==> src/rtl/pbit_field_acc_pkg.sv <==
// pbit_field_acc_pkg
//   Shared definitions for the p-bit local-field datapath: default Q-format
//   widths, the sequencer state encoding and a helper for address widths.
//   No ports; imported by pbit_field_acc and its qmult stage.
package pbit_field_acc_pkg;

  localparam int Q_DEF = 15;
  localparam int N_DEF = 32;

  typedef enum logic [1:0] {
    S_IDLE = 2'd0,
    S_RUN  = 2'd1,
    S_SAT  = 2'd2,
    S_MUL  = 2'd3
  } state_t;

  // Address width for n entries, never narrower than one bit.
  function automatic int idx_width(input int n);
    return (n > 1) ? $clog2(n) : 1;
  endfunction

endpackage

==> src/rtl/pbit_field_acc_qmult.sv <==
// pbit_field_acc_qmult
//   Combinational sign-magnitude fixed-point multiplier (Q fraction bits,
//   N-bit words including the sign). The product magnitude is truncated
//   after the Q-bit shift; o_ovr flags any magnitude bits lost above N-2.
// Ports
//   i_multiplicand  in  N  sign-magnitude operand
//   i_multiplier    in  N  sign-magnitude operand
//   o_result        out N  sign-magnitude product (sign may be set on a zero magnitude)
//   o_ovr           out 1  magnitude overflow
module pbit_field_acc_qmult
  import pbit_field_acc_pkg::*;
#(
  parameter int Q = Q_DEF,
  parameter int N = N_DEF
) (
  input  logic [N-1:0] i_multiplicand,
  input  logic [N-1:0] i_multiplier,
  output logic [N-1:0] o_result,
  output logic         o_ovr
);

  logic [2*N-3:0] prod;
  logic [2*N-3:0] prod_shr;

  assign prod     = {{(N-1){1'b0}}, i_multiplicand[N-2:0]} *
                    {{(N-1){1'b0}}, i_multiplier[N-2:0]};
  assign prod_shr = prod >> Q;

  assign o_result = {i_multiplicand[N-1] ^ i_multiplier[N-1], prod_shr[N-2:0]};
  assign o_ovr    = |prod_shr[2*N-3:N-1];

endmodule

==> src/rtl/pbit_field_acc.sv <==
// pbit_field_acc
//   Local field of one p-bit: I = beta * (h + sum_j J_j*m_j), m_j in {-1,+1}.
//   Walks a synchronous weight RAM over NUM_NBR neighbours, accumulates
//   exactly in two's complement, saturates to the sign-magnitude range and
//   scales by beta through the qmult stage.
// Ports
//   i_clk, i_rst_n   clock, asynchronous active-low reset
//   i_start          request a computation (sampled in IDLE only)
//   i_bias, i_beta   h and beta, sign-magnitude, latched on accepted start
//   i_spins          neighbour states (1 = +1, 0 = -1), latched on accepted start
//   o_w_en, o_w_addr weight RAM read port; i_w_data valid one cycle later
//   o_busy           computation in progress
//   o_done           one-cycle pulse, o_field/o_ovr valid and held until next pulse
//   o_field, o_ovr   scaled field (sign-magnitude) and saturation/overflow flag
//
// state | meaning
// IDLE  | waiting for i_start
// RUN   | issue weight reads, accumulate returned weights (NUM_NBR+1 cycles)
// SAT   | clamp accumulator and convert to sign-magnitude
// MUL   | register beta-scaled result, pulse o_done
module pbit_field_acc
  import pbit_field_acc_pkg::*;
#(
  parameter  int Q       = Q_DEF,
  parameter  int N       = N_DEF,
  parameter  int NUM_NBR = 8,
  localparam int IDX_W   = idx_width(NUM_NBR)
) (
  input  logic               i_clk,
  input  logic               i_rst_n,
  input  logic               i_start,
  input  logic [N-1:0]       i_bias,
  input  logic [N-1:0]       i_beta,
  input  logic [NUM_NBR-1:0] i_spins,
  output logic               o_w_en,
  output logic [IDX_W-1:0]   o_w_addr,
  input  logic [N-1:0]       i_w_data,
  output logic               o_busy,
  output logic               o_done,
  output logic [N-1:0]       o_field,
  output logic               o_ovr
);

  localparam int CNT_W = $clog2(NUM_NBR + 1);
  // Wide enough that h plus NUM_NBR full-scale weights can never wrap.
  localparam int ACC_W = N + IDX_W + 1;

  typedef logic signed [ACC_W-1:0] acc_t;

  localparam acc_t MAX_ABS = acc_t'({(N-1){1'b1}});

  function automatic acc_t sm2tc(input logic [N-1:0] x);
    acc_t mag;
    mag = acc_t'({{(ACC_W-N+1){1'b0}}, x[N-2:0]});
    return x[N-1] ? -mag : mag;
  endfunction

  state_t             state;
  logic [CNT_W-1:0]   cnt;
  acc_t               acc;
  logic [N-1:0]       beta_q;
  logic [NUM_NBR-1:0] spins_sh;
  logic [N-1:0]       sum_sm;
  logic               sat_q;

  acc_t               w_tc;
  acc_t               acc_abs;
  logic               acc_neg;
  logic               acc_big;
  logic [N-2:0]       sat_mag;
  logic [N-1:0]       q_res;
  logic               q_ovr;

  always_comb begin
    w_tc    = sm2tc(i_w_data);
    acc_neg = acc[ACC_W-1];
    acc_abs = acc_neg ? -acc : acc;
    acc_big = (acc_abs > MAX_ABS);
    sat_mag = acc_big ? {(N-1){1'b1}} : acc_abs[N-2:0];
  end

  pbit_field_acc_qmult #(
    .Q (Q),
    .N (N)
  ) u_qmult (
    .i_multiplicand (sum_sm),
    .i_multiplier   (beta_q),
    .o_result       (q_res),
    .o_ovr          (q_ovr)
  );

  always_ff @(posedge i_clk or negedge i_rst_n) begin
    if (!i_rst_n) begin
      state    <= S_IDLE;
      cnt      <= '0;
      acc      <= '0;
      beta_q   <= '0;
      spins_sh <= '0;
      sum_sm   <= '0;
      sat_q    <= 1'b0;
      o_w_en   <= 1'b0;
      o_w_addr <= '0;
      o_busy   <= 1'b0;
      o_done   <= 1'b0;
      o_field  <= '0;
      o_ovr    <= 1'b0;
    end else begin
      o_done <= 1'b0;
      case (state)
        S_IDLE: begin
          if (i_start) begin
            beta_q   <= i_beta;
            spins_sh <= i_spins;
            acc      <= sm2tc(i_bias);
            cnt      <= '0;
            o_w_en   <= 1'b1;
            o_w_addr <= '0;
            o_busy   <= 1'b1;
            state    <= S_RUN;
          end
        end

        S_RUN: begin
          // Data returning this cycle belongs to address cnt-1; the spin
          // shift register stays aligned with it.
          if (cnt != '0) begin
            acc      <= acc + (spins_sh[0] ? w_tc : -w_tc);
            spins_sh <= spins_sh >> 1;
          end
          if (o_w_en) begin
            if (o_w_addr == IDX_W'(NUM_NBR - 1)) begin
              o_w_en   <= 1'b0;
              o_w_addr <= '0;
            end else begin
              o_w_addr <= o_w_addr + 1'b1;
            end
          end
          if (cnt == CNT_W'(NUM_NBR)) begin
            state <= S_SAT;
          end else begin
            cnt <= cnt + 1'b1;
          end
        end

        S_SAT: begin
          // A zero accumulator has a clear sign bit, so no -0 is produced here.
          sum_sm <= {acc_neg, sat_mag};
          sat_q  <= acc_big;
          state  <= S_MUL;
        end

        S_MUL: begin
          o_field <= {q_res[N-1] & (|q_res[N-2:0]), q_res[N-2:0]};
          o_ovr   <= sat_q | q_ovr;
          o_done  <= 1'b1;
          o_busy  <= 1'b0;
          state   <= S_IDLE;
        end

        default: state <= S_IDLE;
      endcase
    end
  end

endmodule

==> config.mk <==
export PLATFORM = sky130hd
export DESIGN_NAME = pbit_field_acc
export DESIGN_NICKNAME = d
export VERILOG_FILES = /design/src/rtl/pbit_field_acc_pkg.sv /design/src/rtl/pbit_field_acc_qmult.sv /design/src/rtl/pbit_field_acc.sv
export SDC_FILE = /design/constraint.sdc
export NUM_CORES = 2
export LEC_CHECK = 0
export CORE_ASPECT_RATIO = 0.7
export CORE_MARGIN = 8
export CORE_UTILIZATION = 68
export CTS_CLUSTER_SIZE = 20
export DETAILED_ROUTE_END_ITERATION = 6
export GPL_TIMING_DRIVEN = 0
export PLACE_DENSITY_LB_ADDON = 0.08
export REMOVE_ABC_BUFFERS = 1
export SLEW_MARGIN = 20
export SYNTH_ARGS = -nofsm -noshare
export SYNTH_HDL_FRONTEND = slang
export SYNTH_SLANG_ARGS = --single-unit
export TNS_END_PERCENT = 10
==> constraint.sdc <==
create_clock -name i_clk -period 22.6 [get_ports i_clk]
set_input_delay 4.52 -clock i_clk [delete_from_list [all_inputs] [get_ports i_clk]]
set_output_delay 4.52 -clock i_clk [all_outputs]
set_load 0.01 [all_outputs]
[Word level (Yosys, flattened, before mapping)]
Index checks and enable logic that the tools add are counted.
Storage, ports and cells
  register bits: 154
  latch bits: 0
  RAM bits: 0
  bits in read-only memories: 0
  input port bits: 107
  output and inout bits: 39
  logic and storage cells: 75
  memories kept: 0
Operators by class
  add/sub/neg operators: 7
  multiply operators: 1
  div/mod/pow operators: 0
  magnitude comparators: 1
  equality and inequality tests: 10
  shift operators: 0
  mux-type cells: 27
  bitwise operators: 3
  reductions and logical operators: 13
Operator list (count)
  36-bit 2-to-1 mux: 6
  31-bit negation with 36-bit output: 2
  36-bit negation: 2
  36-bit case mux with 2 select lines: 1
  31-bit by 31-bit multiplier with 62-bit output: 1
  36-bit adder: 1
  36-bit by 32-bit greater-than comparator with 1-bit output (second input constant): 1
  31-bit 2-to-1 mux: 1
  31-bit OR reduction: 1
  8-bit 2-to-1 mux: 2
  8-bit case mux with 2 select lines: 1
  16-bit OR reduction: 1
  2-bit inequality test (second input constant): 5
  3-bit 2-to-1 mux: 3
  3-bit AND reduction: 3
  4-bit 2-to-1 mux: 2
  2-bit case mux with 4 select lines: 1
  4-bit case mux with 2 select lines: 1
  2-bit AND reduction: 4
  3-bit case mux with 2 select lines: 1
  4-bit by 1-bit adder with 4-bit output (second input constant): 1
  2-bit equality test (second input constant): 2
  4-bit equality test (second input constant): 1
  1-bit 2-to-1 mux: 4
  11 further kinds: 14

[Longest topological paths before layout]
  depth after elaboration: 7
  mapped depth: 31
  gate-level depth less buffers: 29

[Hierarchy]
Synthesis repeated with hierarchy kept, for this count alone.
Second synthesis, totals
  cell total of the unflattened synthesis: 4838
  area, all modules: 43030.0 um^2
By module, submodules not included
  pbit_field_acc_qmult: times used 1, cells an instance 3537, area each 31591.5 um^2, seq. area each 0.0 um^2
  pbit_field_acc: times used 1, cells an instance 1301, area each 11438.5 um^2, seq. area each 3853.7 um^2

[Worst setup path before layout]
OpenSTA, ideal clock, no wires.
  path kind: input-to-reg
  start: in i_w_data[0]
  end: reg acc[34]
  arrival: 9331 ps
  required time: 22476 ps
  slack: 13145 ps
  stages on the path: 24
  buffers on the path: 2
  path through: clkbuf_1 inv_1 ha_1 nor3b_1 nand3_1 a2111oi_0 o211a_1 o2111a_1 nor2b_1 nor2_1 xnor2_1 ha_1 clkbuf_1 a21o_1 a21o_1 a21o_1 a21o_1 a21oi_1 o21ai_0 a21oi_1 o31ai_1 a2111oi_0 o21ai_0 nor3b_1
On the way
  longest elaborated chain between the ends: 7
Ends and longest elaborated chain
  from (decl): line pbit_field_acc.sv:37  | input logic [N-1:0] i_w_data,
  31-bit negation with 36-bit output: line pbit_field_acc.sv:55  | return x[N-1] ? -mag : mag;
  36-bit 2-to-1 mux (*): line pbit_field_acc.sv:55
  36-bit negation: line pbit_field_acc.sv:127  | acc <= acc + (spins_sh[0] ? w_tc : -w_tc);
  36-bit 2-to-1 mux (*): line pbit_field_acc.sv:127
  36-bit adder (*): line pbit_field_acc.sv:127
  36-bit 2-to-1 mux (*): line pbit_field_acc.sv:126  | if (cnt != '0) begin
  36-bit case mux with 2 select lines (*): line pbit_field_acc.sv:109  | case (state)
  to (signal assigned): line pbit_field_acc.sv:114  | acc <= sm2tc(i_bias);
  to (signal assigned): line pbit_field_acc.sv:127
  to (decl): line pbit_field_acc.sv:60  | acc_t acc;
Every way passes the cells marked *; elsewhere a longest branch is shown, timed or not. The select of a mux whose other input is x is not followed.
A chain may end at the register's enable or synchronous reset.

[Final worst setup path]
  start: in i_w_data[0]
  end: reg acc[35]
The elaborated chain is that of the path after synthesis.

==> results.cfg <==
[status]
status = completed

[sta]
slew_viol_final = 0
maxSlewHeadroom_pct = 28.2
fin_worst_skew_ps = 16.1
tightest_slew_ps = 1070
rsz0062_at_grt = no
holdWs_ps = 489
hold_violations = 0
fmax_mhz = 90.4
setup_viol = 0
tns_ps = 0
period_minus_slack_ps = 11060
fin_crit_sh_pct = 48.9

[logic_synthesis]
yosysMostFrequentCell = inv_1
ys_top_cells_by_area = fa_1 (39%), dfrtp_1 (9.0%), ha_1 (8.8%)
netlist_instances = 4768
synth_cell_type_count = 80
synth_top_area_share_pct = 39.3
yosys_warnings = 0
synth_area_um2 = 42600
synthFlopType = dfrtp_1
yosys.area.top_type = fa_1
ys_seq_elements = 154
synthArstFlopShare_pct = 100
avgSynthCellArea_um2 = 8.94
ys_top_cells_by_count = inv_1 (858), fa_1 (837), and2_1 (597)
synth_edf_count = 0
yosysSeqAreaShare_pct = 9.04

[die]
coreArea_um2 = 61700
fp.dieH_um = 225
io-pin-count = 146
placementRows = 76
die_area_um2 = 71100
initial_core_util_pct = 69.1
die_w_um = 315

[setup_path]
cp.buffers_inverters = 3
worst_path_max_delay_cell = a2111oi_0
crit_required_ps = 22900
critPathMaxStageDelay_ps = 680
cp_max_fo = 9
critical_path_arrival_ps = 11360
critPathCaptureType = flop
cp_top_family = compound AO/OA/AOI/OAI gates
crit_path_frequent_cell = a21oi_1
start_kind = input pin
crit_type = input pin to flop

[clock_network]
numCtsBuffers = 17
clk_path_buf_depth = 2
htreeDepth = 4
cts_sinks = 154
holdBufCountCts = 0
clkLatencyLatePin_ps = 460
clkSlewWorstSetupHoldPaths_ps = 70
cts-root-buf = clkbuf_16
cts_resized = 0
cts_tree = built
postCtsSetupBuffers = 0

[global_route]
grt_pass1_wl_um = 195000
track_usage_pct = 35.2
grt_max_degree = 87
grt_use_met2_pct = 51.1
grt_pass1_vias = 35017
antenna_found_initial = 4
use_met1_pct = 50.3
grt_remaining_overflow = 0
top_usage_layer = met2
met3_usage_pct = 11.7

[worst_hold_path]
hp-class = flop to flop

[route]
vias_per_cell = 6.02
drtAntennaViolNets = 0
drc = 0
drt_wl_total_um = 120000
wl_per_cell_um = 21.8
dr.pass1.iters = 6
first_iter_violations = 3092
vias = 33243

[cells_and_area]
area_growth_syn_to_layout_pct = 7.09
instances_no_fill = 5518
drive_gt1_share_pct = 5.24
n_antenna_cell = 0
nNetsFinal = 5930

[placement]
dp.cells = 5486
io_buffers = 145
dpl.hpwl_um = 92000
gp_congestion = 1.01

[run]
drv_cap = 0
[worst register-to-register path, cell delays in order, from the launching register on]
cell	delay [ps]
dfrtp_2	940
nand2_1	220
fa_1	470
inv_1	80
fa_1	430
fa_1	510
inv_1	50
fa_1	470
inv_1	50
fa_1	500
inv_1	60
fa_1	540
inv_1	50
fa_1	480
inv_1	50
fa_1	470
inv_1	40
ha_1	380
a21oi_1	250
o21ai_0	230
and3_1	250
o41ai_1	850
nand3_1	380
xor2_1	320
nor4_1	310
nand3_1	150
nor4_2	800
a31oi_1	180
[metrics by stage]
step	area (um^2)	util (%)	setup slack (ps)
floorplan	41500	-	13320
global placement	44000	71.3	10280
detailed placement	45000	73.0	11380
CTS	45600	74.0	11760
global route	45700	74.0	10960
finish	45700	74.0	11540
[path summary, 6_finish.rpt]
check / startpoint / endpoint / slack (ps) / depth (start not counted)
hold reg to reg: spins_sh[7] / spins_sh[7] / 490 / 2
setup reg to reg: beta_q[7] / o_field[31] / 12940 / 27
hold / removal: spins_sh[7] / spins_sh[7] / 490 / 2
min in group asynchronous: i_rst_n / spins_sh[3] / 3980 / 1
setup / recovery: i_w_data[0] / acc[35] / 11540 / 25
max in group asynchronous: i_rst_n / beta_q[5] / 17690 / 2
[sequential cells by signal (all words and copies together) (netlist names)]
register  cells
cnt           4
o_field      32
acc          36
o_ovr         1
spins_sh      8
o_w_en        1
o_busy        1
sum_sm       32
sat_q         1
o_w_addr      3
o_done        1
state         2
beta_q       32
[logic make-up (layout without fill, tap and decap cells)]
| kind of cell | count (synthesis) | after routing | share of synthesized area (%) |
|---|---|---|---|
| flip-flops | 154 | 154 | 9.04 |
| buffers and inverters | 1143 | 1074 | 10.1 |
| AO/OA/AOI/OAI | 547 | 547 | 8.25 |
| multiplexers | 90 | 90 | 2.31 |
| adder cells (fa/ha/maj) | 1137 | 1137 | 48.1 |
| AND/OR/NAND/NOR | 1503 | 1503 | 18.2 |
| XOR/XNOR | 194 | 194 | 3.99 |
[layout make-up]
class / instances / area (um^2)
multi-input cells: 3471 / 34500
fillers: 4585 / 16100
flip-flops and latches: 154 / 3930
inverters: 858 / 3220
repair buffers: 184 / 2360
well taps: 819 / 1020
clock buffers: 18 / 439
clock inverters: 14 / 160
[cell usage in the layout (no fill, tap or decap), types with 12 or more instances in the layout]
cell             count
nand2b_1            14
ha_1               297
xor2_1             100
nor4_1              12
nand4_1             38
nor2b_1             14
or4_1               14
fa_1               837
o41ai_1             13
and2_1             597
nand3_1             34
o21bai_1            22
a21o_1              49
inv_1              858
o31ai_1             33
and3_1              17
mux2_2              64
buf_12              22
nor3_1              35
a21oi_1            150
clkbuf_16           17
a31oi_1             46
mux2i_1             25
xnor2_1             94
dfrtp_1             92
clkdlybuf4s50_1    143
o21ai_0            130
nor2_1             151
or3_1               18
buf_16              17
a211oi_1            15
nand2_1            516
dfrtp_2             62
[routing by layer]
metal | part of all wire [%] | vias to the layer above
li1 | - | 14554
met1 | 42 | 16526
met2 | 42 | 1851
met3 | 13 | 310
met4 | 3.3 | 2
met5 | 0.010 | -
Power is not shown: default switching activity piles up to over one toggle a cycle in this logic, so the estimate is an artifact.
